--- src/rtl/mdu_seq_if.sv ---
// mdu_seq_if: issue/result bundle between the main controller and the
// multiply/divide sequencer. Signal names follow the MDU port list.
interface mdu_seq_if #(
  parameter int unsigned WIDTH = 32
) ();
  logic             start;
  logic [2:0]       op;
  logic [WIDTH-1:0] a;
  logic [WIDTH-1:0] b;
  logic             abort;
  logic             busy;
  logic             done;
  logic [WIDTH-1:0] hi;
  logic [WIDTH-1:0] lo;

  modport master (output start, op, a, b, abort, input busy, done, hi, lo);
  modport slave  (input start, op, a, b, abort, output busy, done, hi, lo);
endinterface

--- src/rtl/mdu_seq.sv ---
// mdu_seq: iterative multiply/divide sequencer holding the architectural
// HI/LO registers. MULT/MULTU use shift-add and DIV/DIVU use restoring
// division, one bit per cycle over operand magnitudes, with the sign fixed
// in a final FIX cycle. Optional macro MDU_FAST_MUL_EN replaces the
// iterative multiply with a single-cycle combinational multiplier.
module mdu_seq #(
  parameter int unsigned WIDTH = 32
) (
  input logic       clk,
  input logic       reset,
  mdu_seq_if.slave  mdu
);
  localparam int unsigned CW = (WIDTH > 1) ? $clog2(WIDTH) : 1;
  localparam int unsigned PW = 2 * WIDTH;

  typedef enum logic [1:0] {IDLE, CALC, FIX} state_e;

  state_e           state_q, state_d;
  logic [CW-1:0]    count_q, count_d;
  logic [WIDTH-1:0] acc_hi_q, acc_hi_d;   // partial product high / remainder
  logic [WIDTH-1:0] acc_lo_q, acc_lo_d;   // multiplier / dividend -> quotient
  logic [WIDTH-1:0] opnd_q, opnd_d;       // multiplicand / divisor magnitude
  logic             is_div_q, is_div_d;
  logic             neg_q, neg_d;         // product/quotient needs negation
  logic             sa_q, sa_d;           // dividend was negative
  logic             div0_q, div0_d;
  logic             busy_q, busy_d;
  logic             done_q, done_d;
  logic [WIDTH-1:0] hi_q, hi_d;
  logic [WIDTH-1:0] lo_q, lo_d;

  logic             issue_c, mt_c, op_div_c, a_neg_c, b_neg_c;
  logic [WIDTH-1:0] a_mag_c, b_mag_c;
  logic [WIDTH:0]   mul_sum_c, div_rem_c;
  logic [WIDTH-1:0] div_sub_c;
  logic             div_ge_c;
  logic [PW-1:0]    prod_c;
  logic [WIDTH-1:0] fix_hi_c, fix_lo_c;
`ifdef MDU_FAST_MUL_EN
  logic [PW-1:0]    prod_fast_c;
`endif

  // Operand decode, magnitudes and one iteration step of each datapath
  always_comb begin
    issue_c   = mdu.start && !mdu.abort && !mdu.op[2];
    mt_c      = mdu.start && !mdu.abort && mdu.op[2] && !mdu.op[1];
    op_div_c  = mdu.op[1];
    a_neg_c   = !mdu.op[0] && mdu.a[WIDTH-1];
    b_neg_c   = !mdu.op[0] && mdu.b[WIDTH-1];
    a_mag_c   = a_neg_c ? (~mdu.a + WIDTH'(1)) : mdu.a;
    b_mag_c   = b_neg_c ? (~mdu.b + WIDTH'(1)) : mdu.b;
    mul_sum_c = {1'b0, acc_hi_q} + (acc_lo_q[0] ? {1'b0, opnd_q} : {(WIDTH+1){1'b0}});
    div_rem_c = {acc_hi_q, acc_lo_q[WIDTH-1]};
    div_ge_c  = div_rem_c >= {1'b0, opnd_q};
    div_sub_c = WIDTH'(div_rem_c - {1'b0, opnd_q});
`ifdef MDU_FAST_MUL_EN
    prod_fast_c = {{WIDTH{1'b0}}, a_mag_c} * {{WIDTH{1'b0}}, b_mag_c};
`endif
  end

  // Sign correction of the finished magnitude result
  always_comb begin
    prod_c   = {acc_hi_q, acc_lo_q};
    fix_hi_c = acc_hi_q;
    fix_lo_c = acc_lo_q;
    if (!is_div_q) begin
      if (neg_q) prod_c = ~prod_c + PW'(1);
      fix_hi_c = prod_c[PW-1:WIDTH];
      fix_lo_c = prod_c[WIDTH-1:0];
    end else if (div0_q) begin
      // a zero divisor shifts the whole dividend magnitude into the remainder
      fix_hi_c = sa_q ? (~acc_hi_q + WIDTH'(1)) : acc_hi_q;
      fix_lo_c = {WIDTH{1'b1}};
    end else begin
      fix_hi_c = sa_q ? (~acc_hi_q + WIDTH'(1)) : acc_hi_q;
      fix_lo_c = neg_q ? (~acc_lo_q + WIDTH'(1)) : acc_lo_q;
    end
  end

  // State register and all registered outputs
  always_ff @(posedge clk) begin
    if (reset) begin
      state_q  <= IDLE;
      count_q  <= '0;
      acc_hi_q <= '0;
      acc_lo_q <= '0;
      opnd_q   <= '0;
      is_div_q <= 1'b0;
      neg_q    <= 1'b0;
      sa_q     <= 1'b0;
      div0_q   <= 1'b0;
      busy_q   <= 1'b0;
      done_q   <= 1'b0;
      hi_q     <= '0;
      lo_q     <= '0;
    end else begin
      state_q  <= state_d;
      count_q  <= count_d;
      acc_hi_q <= acc_hi_d;
      acc_lo_q <= acc_lo_d;
      opnd_q   <= opnd_d;
      is_div_q <= is_div_d;
      neg_q    <= neg_d;
      sa_q     <= sa_d;
      div0_q   <= div0_d;
      busy_q   <= busy_d;
      done_q   <= done_d;
      hi_q     <= hi_d;
      lo_q     <= lo_d;
    end
  end

  // Next-state, iteration and HI/LO commit
  always_comb begin
    state_d  = state_q;
    count_d  = count_q;
    acc_hi_d = acc_hi_q;
    acc_lo_d = acc_lo_q;
    opnd_d   = opnd_q;
    is_div_d = is_div_q;
    neg_d    = neg_q;
    sa_d     = sa_q;
    div0_d   = div0_q;
    done_d   = 1'b0;
    hi_d     = hi_q;
    lo_d     = lo_q;
    case (state_q)
      IDLE: begin
        if (issue_c) begin
          acc_hi_d = '0;
          acc_lo_d = op_div_c ? a_mag_c : b_mag_c;
          opnd_d   = op_div_c ? b_mag_c : a_mag_c;
          is_div_d = op_div_c;
          neg_d    = a_neg_c ^ b_neg_c;
          sa_d     = a_neg_c;
          div0_d   = (mdu.b == '0);
          count_d  = '0;
          state_d  = CALC;
`ifdef MDU_FAST_MUL_EN
          if (!op_div_c) begin
            {acc_hi_d, acc_lo_d} = prod_fast_c;
            state_d = FIX;
          end
`endif
        end else if (mt_c) begin
          if (mdu.op[0]) lo_d = mdu.a;
          else           hi_d = mdu.a;
        end
      end
      CALC: begin
        if (mdu.abort) begin
          state_d = IDLE;
        end else begin
          if (is_div_q) begin
            acc_hi_d = div_ge_c ? div_sub_c : div_rem_c[WIDTH-1:0];
            acc_lo_d = {acc_lo_q[WIDTH-2:0], div_ge_c};
          end else begin
            acc_hi_d = mul_sum_c[WIDTH:1];
            acc_lo_d = {mul_sum_c[0], acc_lo_q[WIDTH-1:1]};
          end
          count_d = count_q + CW'(1);
          if (count_q == CW'(WIDTH - 1)) state_d = FIX;
        end
      end
      FIX: begin
        state_d = IDLE;
        if (!mdu.abort) begin
          done_d = 1'b1;
          hi_d   = fix_hi_c;
          lo_d   = fix_lo_c;
        end
      end
      default: state_d = IDLE;
    endcase
    busy_d = (state_d != IDLE);
  end

  assign mdu.busy = busy_q;
  assign mdu.done = done_q;
  assign mdu.hi   = hi_q;
  assign mdu.lo   = lo_q;
endmodule
--- src/flat_wrapper.sv ---
// flat-port wrapper written by rule: the top's interface ports become plain ports
module mdu_seq_flat 
#(
  parameter int unsigned WIDTH = 32
)
  (clk, reset, mdu_start, mdu_op, mdu_a, mdu_b, mdu_abort, mdu_busy, mdu_done, mdu_hi, mdu_lo);
  mdu_seq_if #(.WIDTH(WIDTH)) mdu_i ();
  input logic clk;
  input logic reset;
  input wire logic [$bits(mdu_i.start)-1:0] mdu_start;
  input wire logic [$bits(mdu_i.op)-1:0] mdu_op;
  input wire logic [$bits(mdu_i.a)-1:0] mdu_a;
  input wire logic [$bits(mdu_i.b)-1:0] mdu_b;
  input wire logic [$bits(mdu_i.abort)-1:0] mdu_abort;
  output wire logic [$bits(mdu_i.busy)-1:0] mdu_busy;
  output wire logic [$bits(mdu_i.done)-1:0] mdu_done;
  output wire logic [$bits(mdu_i.hi)-1:0] mdu_hi;
  output wire logic [$bits(mdu_i.lo)-1:0] mdu_lo;
  assign mdu_i.start = mdu_start;
  assign mdu_i.op = mdu_op;
  assign mdu_i.a = mdu_a;
  assign mdu_i.b = mdu_b;
  assign mdu_i.abort = mdu_abort;
  assign mdu_busy = mdu_i.busy;
  assign mdu_done = mdu_i.done;
  assign mdu_hi = mdu_i.hi;
  assign mdu_lo = mdu_i.lo;
  mdu_seq #(.WIDTH(WIDTH)) u_core (.clk(clk), .reset(reset), .mdu(mdu_i));
endmodule
--- config.mk ---
export PLATFORM = sky130hd
export DESIGN_NAME = mdu_seq_flat
export DESIGN_NICKNAME = d
export VERILOG_FILES = /design/src/rtl/mdu_seq_if.sv /design/src/rtl/mdu_seq.sv /design/src/flat_wrapper.sv
export SDC_FILE = /design/constraint.sdc
export NUM_CORES = 1
export LEC_CHECK = 0
export BUFFER_PORTS_ARGS = -buffer_cell sky130_fd_sc_hd__buf_2
export CAP_MARGIN = 25
export CORE_MARGIN = 1
export CORE_UTILIZATION = 25
export DETAILED_ROUTE_END_ITERATION = 10
export PLACE_DENSITY = 0.39
export SYNTH_ARGS = -nofsm -noshare
export SYNTH_HDL_FRONTEND = slang
export SYNTH_SLANG_ARGS = --single-unit
--- constraint.sdc ---
create_clock -name clk -period 3.5 [get_ports clk]
set_input_delay 1.05 -clock clk [delete_from_list [all_inputs] [get_ports clk]]
set_output_delay 1.05 -clock clk [all_outputs]
set_load 0.02 [all_outputs]
After elaboration in Yosys (flattened, before gate mapping)
Cells that the tools add are included.
{"block": "word_totals", "register_bits": 173, "in_bits": 71, "ram_bits": 0, "mem_count": 0, "output_inout_bits": 66, "rom_bits": 0, "elab_cells": 97, "latchBits": 0}
{"block": "op_classes", "bitwise": 7, "multipliers": 0, "n_reduce_logical": 20, "add_sub_neg": 8, "order_cmp": 1, "eq_ne": 10, "muxes": 38, "div_mod_pow": 0, "shift": 0}
{"operator": "$mux W32", "count": 25}
{"operator": "$pmux W32 S2", "count": 4}
{"operator": "$add A32 B1 Y32 const B", "count": 4}
{"operator": "$not A32 Y32", "count": 4}
{"operator": "$add A64 B1 Y64 const B", "count": 1}
{"operator": "$mux W64", "count": 1}
{"operator": "$not A64 Y64", "count": 1}
{"operator": "$add A32 B32 Y33", "count": 1}
{"operator": "$ge A33 B32 Y1", "count": 1}
{"operator": "$logic_not A32 Y1", "count": 1}
{"operator": "$sub A32 B32 Y32", "count": 1}
{"operator": "$mux W5", "count": 2}
{"operator": "$ne A2 B2 Y1 const B", "count": 5}
{"operator": "$pmux W5 S2", "count": 1}
{"operator": "$reduce_and A5 Y1", "count": 2}
{"operator": "$logic_and A1 B1 Y1", "count": 6}
{"operator": "$mux W2", "count": 3}
{"operator": "$reduce_bool A2 Y1", "count": 3}
{"operator": "$add A5 B1 Y5 const B", "count": 1}
{"operator": "$eq A5 B5 Y1 const B", "count": 1}
{"operator": "$logic_not A1 Y1", "count": 4}
{"operator": "$ne A2 B1 Y1 const B", "count": 2}
{"operator": "$pmux W2 S2", "count": 1}
{"operator": "$reduce_and A3 Y1", "count": 1}
{"operator": "8 further kinds", "count": 8}

Longest topological paths before layout
{"block": "logic_depth", "ltp_word": 7, "depth_mapped": 14, "mapped_depth_nobuf": 13}

Worst setup path after synthesis
Ideal clock, no wire load.
{"block": "synth_path", "path_kind": "reg2reg", "from": "register u_core.acc_lo_q[0]", "to": "register u_core.acc_hi_q[27]", "setup_time_ns": 0.117, "period_less_slack_ns": 3.157, "n_path_buf": 0, "arrival_time_ns": 3.040, "t_required_ns": 3.383, "setup_slack_ns": 0.343, "stages_incl_launch_ff": 14, "cell_sequence": "dfxtp_1 and2_1 ha_1 inv_1 fa_1 and2b_1 o31a_1 o2111ai_1 a2111oi_2 o21ai_0 o21ai_0 xnor2_1 a2bb2oi_1 a32o_1"}
{"block": "synth_via", "elab_chain_cells": 5}
{"item": "from (decl)", "line_no": "mdu_seq.sv:21", "rtl": "logic [WIDTH-1:0] acc_lo_q, acc_lo_d;"}
{"item": "from (signal assigned)", "line_no": "mdu_seq.sv:100", "rtl": "acc_lo_q <= acc_lo_d;"}
{"item": "$mux W32", "line_no": "mdu_seq.sv:52", "rtl": "mul_sum_c = {1'b0, acc_hi_q} + (acc_lo_q[0] ? {1'b0, opnd_q} : {(WIDTH+1){1'b0}});"}
{"item": "$add A32 B32 Y33", "line_no": "mdu_seq.sv:52"}
{"item": "$mux W32", "line_no": "mdu_seq.sv:154", "rtl": "if (is_div_q) begin"}
{"item": "$mux W32", "line_no": "mdu_seq.sv:151", "rtl": "if (mdu.abort) begin"}
{"item": "$pmux W32 S2", "line_no": "mdu_seq.sv:127", "rtl": "case (state_q)"}
{"item": "to (signal assigned)", "line_no": "mdu_seq.sv:99", "rtl": "acc_hi_q <= acc_hi_d;"}
{"item": "to (decl)", "line_no": "mdu_seq.sv:20", "rtl": "logic [WIDTH-1:0] acc_hi_q, acc_hi_d;"}
Every way passes these cells. The select of a mux whose other input is x is not followed.
A chain may end at the register's enable or synchronous reset.

Worst setup path in the final report
{"block": "layout_path", "from": "register u_core.acc_lo_q[0]", "to": "register u_core.acc_hi_q[29]"}
The elaborated chain is that of the path after synthesis.

==> run metrics <==
crit-path max FO 17; cts bufs inserted 17; Worst Hold Class reg2reg; critical path type reg2reg; Core Box Area 59100 um^2; crit path to u_core.acc_hi_q[29]; Clock Root Buffer clkbuf_16; area grow syn2layout 21.4%; Total Nets Final 2424; Final Skew ~0.014 ns; Top Ports 137; vias in the first global route around 16000; die area 61000 um^2; area share of the largest cell type after synthesis between 20% and 30%; clk buf depth 2; Slew Limit Fails 0; crit path launch type register; Syn Inst Count ~2100; clk slew on worst S/H paths 0.08 ns; first-pass GRT wire length 105 mm; Fin Setup TNS 0 ns; RSZ-0062 raised after global routing no; maximum VDD drop 0.000396 V; Unique masters post-synth 89; Final Setup Violations 0; syn_nets ~2200; Worst Path Arrival 3.72 ns; ordered list of cells on the worst path inv_1 > buf_12 > buf_4 > nor2_1 > ha_1 > a21oi_1 > o21ai_0 > a221o_1 > o21ai_1 > o21ai_1 > buf_4 > a311o_1 > nand3_1 > o211ai_1; number of synthesized flops with an enable pin 0; CTS Sinks 173; Routed WL 71.9 mm; Initial Utilization between 20% and 30%; P_int 3.70 mW; Die Width 247 um; final cycle utilization of the critical path a little over nine tenths; Static Leak 7.45 nW; Fin. Hold Viols 0; Comb pwr share 30.7%; Min Clock Period, post-route 3.35 ns; count leader, synth nor2_1; Worst Tran Pin Value roughly 0.88 ns; synth warn 0; Area contributors post-synth dfxtp_1 (23%), a21oi_1 (6.9%), nor2_1 (6.3%), ha_1 (5.8%), xnor2_1 (5.8%); CTS tree done; largest net degree at the start of global routing 92; Remaining Overflow, GRT 0; H-tree levels 4; Fmax 299 MHz; Vias 16600; Slew HR 41.5%; Cell Rows 89; Main synth FF type dfxtp_1; Async SR Flop Fraction 0%; critical path endpoint category register; Pwr per Cell Area 323 nW/um^2; WL/cell 23.4 um; Worst R2R Start u_core.acc_lo_q[0]; P_sw between 2 and 2.5 mW; Syn Area/Cell around 7.2 um^2; worst hold path depth 2; placed inst area roughly 18000 um^2; fill count 6524; Yosys top cell by area dfxtp_1; Die Y 247 um; Max-Cap Viols 0; max incr delay on CP slightly above 0.4 ns; R2R setup slack 0.15 ns; post-synthesis cell area 15000 um^2; gp weighted congestion slightly above 0.9; Critical Path RT 3.87 ns; commonest cells in the netlist nor2_1 (253), a21oi_1 (208), nand2_1 (205), dfxtp_1 (173), o21ai_0 (150); HPWL Detailed 57.2 mm; final instance area 18200 um^2; overall routing resource usage 23.5%; DRC Markers 0; CP startpoint u_core.acc_lo_q[0]; routed vias/inst approximately 5.4; share of cells above drive strength 1 between 15 and 20%; Pre-Repair DR Iteration Count 5; port buffer count 136; initial antenna violation count 4; post-synthesis sequential area ratio 23.1%; worst r2r dst u_core.acc_hi_q[29]; Clock Power Share between 30 and 40%; flops & latches, synth 173; status complete, no violations; later-pin clock latency in the skew report 0.51 ns; sw frac 37.1%; FF-to-FF path depth 14; Flop pwr share between 30% and 40%; Ant. Diodes 0; First DRT Iteration DRCs 1044; Critical Path Slowest Stage Cell a221o_1; Final ANT Viol Nets 0
[power by group through the flow]
stage / clock network, mW / logic, mW / registers [mW]
2_1_floorplan: 0 / 0.976 / 2.12
5_1_grt: 2.11 / 1.94 / 2.08
4_1_cts: 2.05 / 1.79 / 2.08
3_5_place_dp: 0 / 1.78 / 2.12
6_report: 2.00 / 1.81 / 2.08
3_3_place_gp: 0 / 1.79 / 2.12
[cell families (layout without fill, tap and decap cells)]
kind of cell    after synthesis  count (layout)  share of synthesized area, %
fa+ha+maj                    72              72                          6.10
buf+inv                     212             424                          5.54
xor+xnor                    171             171                          9.98
simple gates                709             709                          22.1
mux                          45              45                          3.02
flops                       173             173                          23.1
compound gates              700             700                          30.1
[placed cells by master (no fill, tap or decap), types with 14 or more instances in the layout]
cell	count
a21oi_1	207
o31ai_1	16
a31oi_1	23
nor4_1	23
nor3_1	64
and3_1	14
ha_1	69
nand2_1	205
o21ai_0	145
buf_4	185
mux2i_1	43
dfxtp_1	169
xnor2_1	99
o221ai_1	17
o211ai_1	54
xor2_1	72
inv_1	66
nor2_1	252
nor2b_1	14
o21ai_1	14
buf_2	135
nand3_1	39
a211oi_1	54
clkbuf_16	17
a21o_1	32
[per-layer routing]
layer  vias to the layer above  global-route usage (%)  wire [um]
met3                        89                    3.69       3280
met2                       457                    39.3      34100
met1                      8086                    30.0      32000
li1                       7960                       -          -
met4                         2                    8.99       2520
met5                         -                       0         17
[repair_timing]
action	4_1_cts	5_1_grt
buffers inserted	0	1
pin swaps	2	4
cloned	0	0
hold buffers	0	0
endpoints found under the setup margin	3	14
resized for setup	4	18
[area by class of cell]
class	count	area (um^2)	area share, %
clock buffers	19	443	2.43
clock inverters	13	129	0.708
inverters	67	251	1.38
multi-input cells	1697	10800	59.3
flip-flops and latches	173	3470	19.1
well taps	773	967	5.31
repair buffers	325	2160	11.8
[flip-flops by register name (all words and copies together), names as in the netlist, 2 cells and up]
name and cells:
u_core.acc_lo_q 32, u_core.acc_hi_q 32, u_core.state_q 2, u_core.mdu.hi 32, u_core.mdu.lo 32, u_core.count_q 5
u_core.opnd_q 32
[stage by stage]
step | hold WS (ns) | std cells | total power [mW] | utilization (%) | worst slack, ns
3_5_place_dp | 0.442 | 3034 | 3.91 | 29.7 | -0.0983
5_1_grt | 0.466 | 3067 | 6.13 | 30.8 | 0.00160
4_1_cts | 0.457 | 3066 | 5.92 | 30.7 | 0.0231
6_report | 0.452 | 3067 | 5.89 | 30.8 | 0.152
2_1_floorplan | 0.432 | 2082 | 3.10 | - | 0.343
3_3_place_gp | 0.435 | 3033 | 3.91 | 29.7 | -0.0843
[critical path, delay by kind of cell (launching register included)]
kind | cells | cell delay, ns
adder cells (fa/ha/maj) | 1 | 0.37
flip-flops | 1 | 0.34
buffers and inverters | 4 | 0.72
AO/OA/AOI/OAI | 7 | 1.62
AND/OR/NAND/NOR | 2 | 0.15
[worst min-delay path by stage]
stage                      start           endpoint  slack (ns)
2_1_floorplan  u_core.opnd_q[10]  u_core.opnd_q[10]        0.43
3_3_place_gp   u_core.mdu.hi[13]  u_core.mdu.hi[13]        0.43
3_5_place_dp    u_core.mdu.hi[4]   u_core.mdu.hi[4]        0.44
4_1_cts         u_core.opnd_q[2]   u_core.opnd_q[2]        0.46
5_1_grt         u_core.opnd_q[3]   u_core.opnd_q[3]        0.47
6_report       u_core.mdu.lo[28]  u_core.mdu.lo[28]        0.45
No activity file was read; power rests on OpenSTA's default activity.
